[src/rtl/lfsr_pkg.sv]
// Shared definitions for the LFSR block family: feedback mode encoding and
// the legal range of register widths.
package lfsr_pkg;

  typedef enum logic {
    MODE_FIB    = 1'b0,
    MODE_GALOIS = 1'b1
  } lfsr_mode_e;

  localparam int LFSR_WIDTH_MIN = 2;
  localparam int LFSR_WIDTH_MAX = 32;

endpackage

[src/rtl/lfsr_step.sv]
// Combinational single-step next-state logic for a right-shifting LFSR,
// selectable between Fibonacci and Galois feedback.
module lfsr_step
  import lfsr_pkg::*;
#(
  parameter int WIDTH = 8
) (
  input  logic [WIDTH-1:0] state_i,
  input  logic [WIDTH-1:0] taps_i,
  input  logic             mode_i,
  output logic [WIDTH-1:0] next_o,
  output logic             zero_o
);

  logic             fibFeedback;
  logic [WIDTH-1:0] fibNext;
  logic [WIDTH-1:0] galoisNext;

  // Fibonacci folds the tapped bits into the MSB; Galois injects the taps
  // wherever the bit leaving position 0 was a one.
  always_comb begin
    fibFeedback = ^(state_i & taps_i);
    fibNext     = {fibFeedback, state_i[WIDTH-1:1]};
    galoisNext  = (state_i >> 1) ^ (taps_i & {WIDTH{state_i[0]}});
  end

  assign next_o = (mode_i == MODE_GALOIS) ? galoisNext : fibNext;
  assign zero_o = (state_i == '0);

endmodule

[src/rtl/lfsr_core.sv]
// LFSR engine: seed/tap registers, load and step sequencing, lock-up recovery,
// and period measurement built around the shared lfsr_step next-state logic.
module lfsr_core
  import lfsr_pkg::*;
#(
  parameter int               WIDTH        = 8,
  parameter int               CNT_W        = 16,
  parameter logic [WIDTH-1:0] DEFAULT_TAPS = 8'hB8,
  parameter logic [WIDTH-1:0] DEFAULT_SEED = 8'h01
) (
  input  logic             clk,
  input  logic             reset,
  input  logic             load_i,
  input  logic [WIDTH-1:0] seed_i,
  input  logic             taps_wr_i,
  input  logic [WIDTH-1:0] taps_i,
  input  logic             mode_i,
  input  logic             step_i,
  output logic [WIDTH-1:0] state_o,
  output logic             s_out_o,
  output logic             wrapped_o,
  output logic [CNT_W-1:0] period_o,
  output logic             lockup_o
);

  logic [WIDTH-1:0] state_q,   state_d;
  logic [WIDTH-1:0] seed_q,    seed_d;
  logic [WIDTH-1:0] taps_q,    taps_d;
  logic [CNT_W-1:0] count_q,   count_d;
  logic [CNT_W-1:0] period_q,  period_d;
  logic             wrapped_q, wrapped_d;
  logic             lockup_q,  lockup_d;

  logic [WIDTH-1:0] nextState;
  logic             stateZero;
  logic [CNT_W-1:0] countInc;

  lfsr_step #(
    .WIDTH (WIDTH)
  ) u_step (
    .state_i (state_q),
    .taps_i  (taps_q),
    .mode_i  (mode_i),
    .next_o  (nextState),
    .zero_o  (stateZero)
  );

  // Saturating increment; the same value feeds both count and period.
  assign countInc = (&count_q) ? count_q : count_q + CNT_W'(1);

  assign taps_d = taps_wr_i ? taps_i : taps_q;

  // Load outranks step. A zero seed is never stored, so seed_q is always a
  // valid recovery value when the state collapses to zero.
  always_comb begin
    state_d   = state_q;
    seed_d    = seed_q;
    count_d   = count_q;
    period_d  = period_q;
    wrapped_d = 1'b0;
    lockup_d  = 1'b0;
    if (load_i) begin
      count_d = '0;
      if (seed_i == '0) begin
        state_d  = DEFAULT_SEED;
        seed_d   = DEFAULT_SEED;
        lockup_d = 1'b1;
      end else begin
        state_d = seed_i;
        seed_d  = seed_i;
      end
    end else if (step_i) begin
      if (stateZero) begin
        state_d  = seed_q;
        count_d  = '0;
        lockup_d = 1'b1;
      end else begin
        state_d = nextState;
        if (nextState == seed_q) begin
          wrapped_d = 1'b1;
          period_d  = countInc;
          count_d   = '0;
        end else begin
          count_d = countInc;
        end
      end
    end
  end

  always_ff @(posedge clk or posedge reset) begin
    if (reset) begin
      state_q   <= DEFAULT_SEED;
      seed_q    <= DEFAULT_SEED;
      taps_q    <= DEFAULT_TAPS;
      count_q   <= '0;
      period_q  <= '0;
      wrapped_q <= 1'b0;
      lockup_q  <= 1'b0;
    end else begin
      state_q   <= state_d;
      seed_q    <= seed_d;
      taps_q    <= taps_d;
      count_q   <= count_d;
      period_q  <= period_d;
      wrapped_q <= wrapped_d;
      lockup_q  <= lockup_d;
    end
  end

  assign state_o   = state_q;
  assign s_out_o   = state_q[0];
  assign wrapped_o = wrapped_q;
  assign period_o  = period_q;
  assign lockup_o  = lockup_q;

endmodule

[config.mk]
export PLATFORM = sky130hd
export DESIGN_NAME = lfsr_core
export DESIGN_NICKNAME = d
export VERILOG_FILES = /design/src/rtl/lfsr_pkg.sv /design/src/rtl/lfsr_step.sv /design/src/rtl/lfsr_core.sv
export SDC_FILE = /design/constraint.sdc
export NUM_CORES = 1
export LEC_CHECK = 0
export BUFFER_PORTS_ARGS = -buffer_cell sky130_fd_sc_hd__clkbuf_2
export CAP_MARGIN = 20
export CORE_MARGIN = 1
export CORE_UTILIZATION = 30
export CTS_CLUSTER_DIAMETER = 80
export DETAILED_ROUTE_END_ITERATION = 8
export GPL_TIMING_DRIVEN = 0
export MAX_ROUTING_LAYER = met4
export PLACE_DENSITY = 0.54
export SYNTH_ARGS = -nofsm -noshare
export SYNTH_HDL_FRONTEND = slang
export SYNTH_HIERARCHICAL = 1
export SYNTH_SLANG_ARGS = --single-unit
[constraint.sdc]
create_clock -name clk -period 2.8 [get_ports clk]
set_input_delay 0.28 -clock clk [delete_from_list [all_inputs] [get_ports clk]]
set_output_delay 0.28 -clock clk [all_outputs]
set_load 0.005 [all_outputs]
# Word level (Yosys, flattened, before mapping)
# Index checks and enable logic that the tools add are counted.
# classes
addsub,1
n_mul,0
div,0
order_cmp,0
n_eq_ne,1
shifts,0
mux,18
n_bitwise,5
reduce_logical,6
# ops
cell,count
two-way mux 16 bit,5
two-way mux 8 bit,5
"adder 16 x 1 -> 16 bit, second input constant",1
AND 8 bit,2
zero test 8 bit,2
AND reduction 16 bit,1
== test 8 bit,1
two-way mux 1 bit,8
XOR reduction 8 bit,1
bitwise XOR 7 x 8 -> 8 bit,1
AND reduction 4 bit,1
inverter 1 bit,2
nonzero test 2 bit,1
# totals
register_bits,58
latch_bits,0
mem_bits_rw,0
romBits,0
inputBits,22
out_inout_bits,27
word_cells,38
memories,0

# Longest topological paths before layout
# depth
depth_word,8
depth_mapped,11
ltp_nobuf,10

# By module
# The synthesis kept the hierarchy.
# modules_own_cells
module,n_inst,cells_each,area_per_inst_um2,seq_area_each_um2
lfsr_core,1,300,2900.3,1458.9
lfsr_step,1,36,219.0,0.0

# Worst setup path after synthesis
# Ideal clock, no wire load.
# synth_path
path_type,reg2reg
startpoint,"register state_q[0], in the netlist state_o[0]"
endpoint,register count_q[3]
setup_time_ns,0.118
arrival_ns,2.337
required_time_ns,2.682
path_slack_ns,0.345
path_stages_with_launch,12
n_path_buf,1
period_less_slack_ns,2.455
path_cell_list,dfstp_2 -> nand2_1 -> xor2_1 -> xnor2_1 -> xnor2_1 -> o21ai_1 -> xor2_1 -> nor4_2 -> a21oi_1 -> clkbuf_1 -> a21o_1 -> a21o_1
# synth_via
elab_chain_len,8
elab_cells_between_ends,11
cone_classes,eq/ne (1); mux (5); bitwise (3); reduce/logical (2)
# synth_lines
item,line_no,text
from (decl),lfsr_core.sv:26,"logic [WIDTH-1:0] state_q, state_d;"
from (signal assigned),lfsr_core.sv:100,state_q <= state_d;
AND 8 bit (on tied branches),"lfsr_step.sv:22, lfsr_step.sv:24",
XOR reduction 8 bit / bitwise XOR 7 x 8 -> 8 bit (equally long branches),"lfsr_step.sv:22, lfsr_step.sv:24",
two-way mux 8 bit (*),lfsr_step.sv:27,assign next_o = (mode_i == MODE_GALOIS) ? galoisNext : fibNext;
via nextState[7],lfsr_core.sv:34,logic [WIDTH-1:0] nextState;
== test 8 bit (*),lfsr_core.sv:79,if (nextState == seed_q) begin
two-way mux 16 bit (*),lfsr_core.sv:79,
two-way mux 16 bit (*),lfsr_core.sv:73,if (stateZero) begin
two-way mux 16 bit (*),lfsr_core.sv:72,end else if (step_i) begin
two-way mux 16 bit (*),lfsr_core.sv:62,if (load_i) begin
to (signal assigned),lfsr_core.sv:103,count_q <= count_d;
to (decl),lfsr_core.sv:29,"logic [CNT_W-1:0] count_q, count_d;"
# The timed path passes the listed nets; every way through them passes the cells marked *. The select of a mux whose other input is x is not followed.
# A chain may end at the register's enable or synchronous reset.

# Final worst setup path
# layout_path
startpoint,"register state_q[0], in the netlist state_o[0]"
endpoint,register count_q[15]
# The elaborated chain is that of the path after synthesis.

==> flow_summary_export.csv <==
group,metric,value,unit
critical_path,cp.arrival,2910,ps
detailed_routing,drt_first_pass_iters,4,
cells_and_area,drive_above_1_share,24.9,%
global_route,grt.total_usage,15.8,%
global_route,use_met2,22.0,%
synth,ys_types,47,
synth,syn_avg_cell_area,9.28,µm²
synth,synth_area_leaders,"dfrtp_1 (42%), nand2_1 (6.9%), dfstp_2 (5.1%)",
synth,synth_nets,359,
cts,cts_root_buf,"clkbuf_8",
cells_and_area,final_area,3760,µm²
global_route,grtUsageMet1,22.5,%
power_and_ir_drop,power.leakage,1.67,nW
power_and_ir_drop,power_density,556,nW/µm²
floorplan,die_area,10800,µm²
min_path,hold_depth,2,
global_route,grt.met3_usage,3.13,%
place,gp_congestion,0.800,
global_route,grt_pass1_wl,13.2,mm
place,port_buffers,47,
sta,fmax,0.380,GHz
global_route,top_usage_layer,"met1",
place,dpl_worst_slack,-103,ps
cells_and_area,diodes,0,
sta,period_share,94.0,%
sta,tightest_slew,737,ps
detailed_routing,wl,7.80,mm
floorplan,fp.dieW,104,µm
sta,timing.final.ws_setup,168,ps
critical_path,startpoint_type,"register",
cts,cts_buffers,9,
sta,timing.slew.headroom,50.7,%
global_route,antenna_found_initial,0,
detailed_routing,postRouteAntennaNets,0,
synth,syn-instance-count,336,
cells_and_area,fin_nets,419,
synth,synth_top_area_share,41.7,%
synth,synth_area,3120,µm²
cts,clk_path_buf_depth,2,
synth,yosysTopAreaCell,"dfrtp_1",
cts,clk_latency,350,ps
sta,hold_violations,0,
cts,htree_levels,3,
sta,setup_violations,0,
cts,clock_sinks,58,
power_and_ir_drop,vdd_drop_max,0.187,mV
sta,fin_crit,2630,ps
detailed_routing,via_per_inst,4.94,
detailed_routing,wl_per_cell,14.6,µm
cts,cts_tree,"yes",
detailed_routing,first_iter_violations,97,
critical_path,rrSetupSlack,170,ps
place,dp_hpwl,5.52,mm
critical_path,worstPathMaxFanout,10,
cells_and_area,area_growth,20.5,%
sta,setup_tns,0,ps
detailed_routing,vias,2640,
sta,holdWs,163,ps
critical_path,crit_path_end_kind,"register",
synth,ys_seq_area_share,46.8,%
flow_run,maxCapViolations,0,
critical_path,reg2regPathDepth,12,
floorplan,fp-row-count,36,
global_route,grt_start_max_net_pins,42,
floorplan,ios,49,
detailed_routing,drc,0,
floorplan,die_h,104,µm
floorplan,initial_core_util,31.5,%
critical_path,worstPathRequired,3080,ps
place,dpl-instance-area,3540,µm²
synth,ys_warn_count,6,
global_route,grt_pass1_vias,2553,
sta,drv_slew,0,
cts,clkTransAtPathRegs,70,ps
floorplan,coreArea,9910,µm²
sta,skew,12.3,ps
critical_path,path_class,"reg -> reg",
global_route,overflow,0,
outcome,status,"complete, no violations",
synth,synth_seq_cells,58,
min_path,min_path_type,"in -> reg",
## cells by family (layout without fill, tap and decap cells)
family	Yosys count	after routing	share of synthesized area (%)
compound gates	85	85	15.7
xor+xnor	33	33	9.27
flops	58	58	46.8
fa+ha+maj	1	1	0.401
simple gates	108	108	17.4
buf+inv	33	98	4.29
mux	18	18	6.10
## what timing repair did
item,4_1_cts,5_1_grt
hold endpoints to repair,17,0
pin swaps,0,2
endpoints found under the setup margin,13,31
setup buffers,0,1
hold buffers,1,0
gates resized for setup,2,7
## worst max-delay path, stage by stage (launching register included)
cell      delay, ps
dfstp_2         590
nand2_1          80
xor2_1          170
xnor2_1         180
xnor2_1          90
o21ai_1         210
xor2_1          230
nor4_2           60
buf_4           150
a21oi_1         200
buf_2           290
o21ai_1         100
o2bb2a_1        230
## sequential cells by signal, indices dropped and copies added (netlist names)
register and flops:
lockup_o 1, seed_q 8, wrapped_o 1, period_o 16, count_q 16, taps_q 8, state_o 8
## cell usage in the layout (no fill, tap or decap), drive strengths merged, types with 10 or more instances in the layout
| master | n |
|---|---|
| a21oi | 15 |
| buf | 10 |
| clkbuf | 70 |
| dfrtp | 52 |
| inv | 14 |
| mux2i | 10 |
| nand2 | 58 |
| nand4 | 10 |
| nor2 | 11 |
| o21ai | 47 |
| xnor2 | 16 |
| xor2 | 17 |
## Yosys cell counts (all sizes together)
library cell  number
nand2             58
dfrtp             52
o21ai             47
xor2              17
xnor2             16
a21oi             15
inv               14
clkbuf            13
nor2              11
mux2i             10
nand4             10
mux2               8
nand3              7
a21o               6
a31oi              6
buf                6
dfstp              6
nor4               6
nor3               5
and4               3
a2bb2oi            2
or4                2
a22o               1
a32o               1
a41oi              1
and2               1
and3               1
ha                 1
nand2b             1
o211ai             1
o22ai              1
o2bb2a             1
o2bb2ai            1
o311ai             1
o31ai              1
or2                1
or3                1
or4b               1
## metrics by stage
step	total power, mW	cells	util [%]
after detailed placement	1.31	517	35.7
after floorplan	1.19	336	-
after global placement	1.31	516	35.5
after CTS	2.10	533	37.8
final	2.09	534	37.9
after global routing	2.20	534	37.9
## power by group
group / switching (mW) / internal (mW) / total (mW)
Sequential: 0.0580 / 0.904 / 0.962
Clock: 0.331 / 0.457 / 0.788
Combinational: 0.182 / 0.159 / 0.341
## cell type report
class,count,area (µm²)
plain buffers,18,82.6
clock buffers,13,159
repair buffers,50,273
fillers,1056,6150
flip-flops and latches,58,1460
well taps,133,166
multi-input cells,245,1530
inverters,14,52.6
clock inverters,3,40.0
## per-layer routing
layer  vias to the layer above  part of all wire (%)
li1                       1293                     -
met1                      1292                    51
met2                        44                    44
met3                        11                   3.4
met4                         0                   1.3
met5                         -                     0
## worst paths after layout
path	end	startpoint
setup / recovery	count_q[15]	state_o[0]
hold / removal	taps_q[6]	taps_i[6]
setup reg to reg	count_q[15]	state_o[0]
hold reg to reg	period_o[9]	period_o[9]
max in group asynchronous	state_o[0]	reset
min in group asynchronous	period_o[3]	reset
Note: power is estimated with default switching activity, not from simulation.
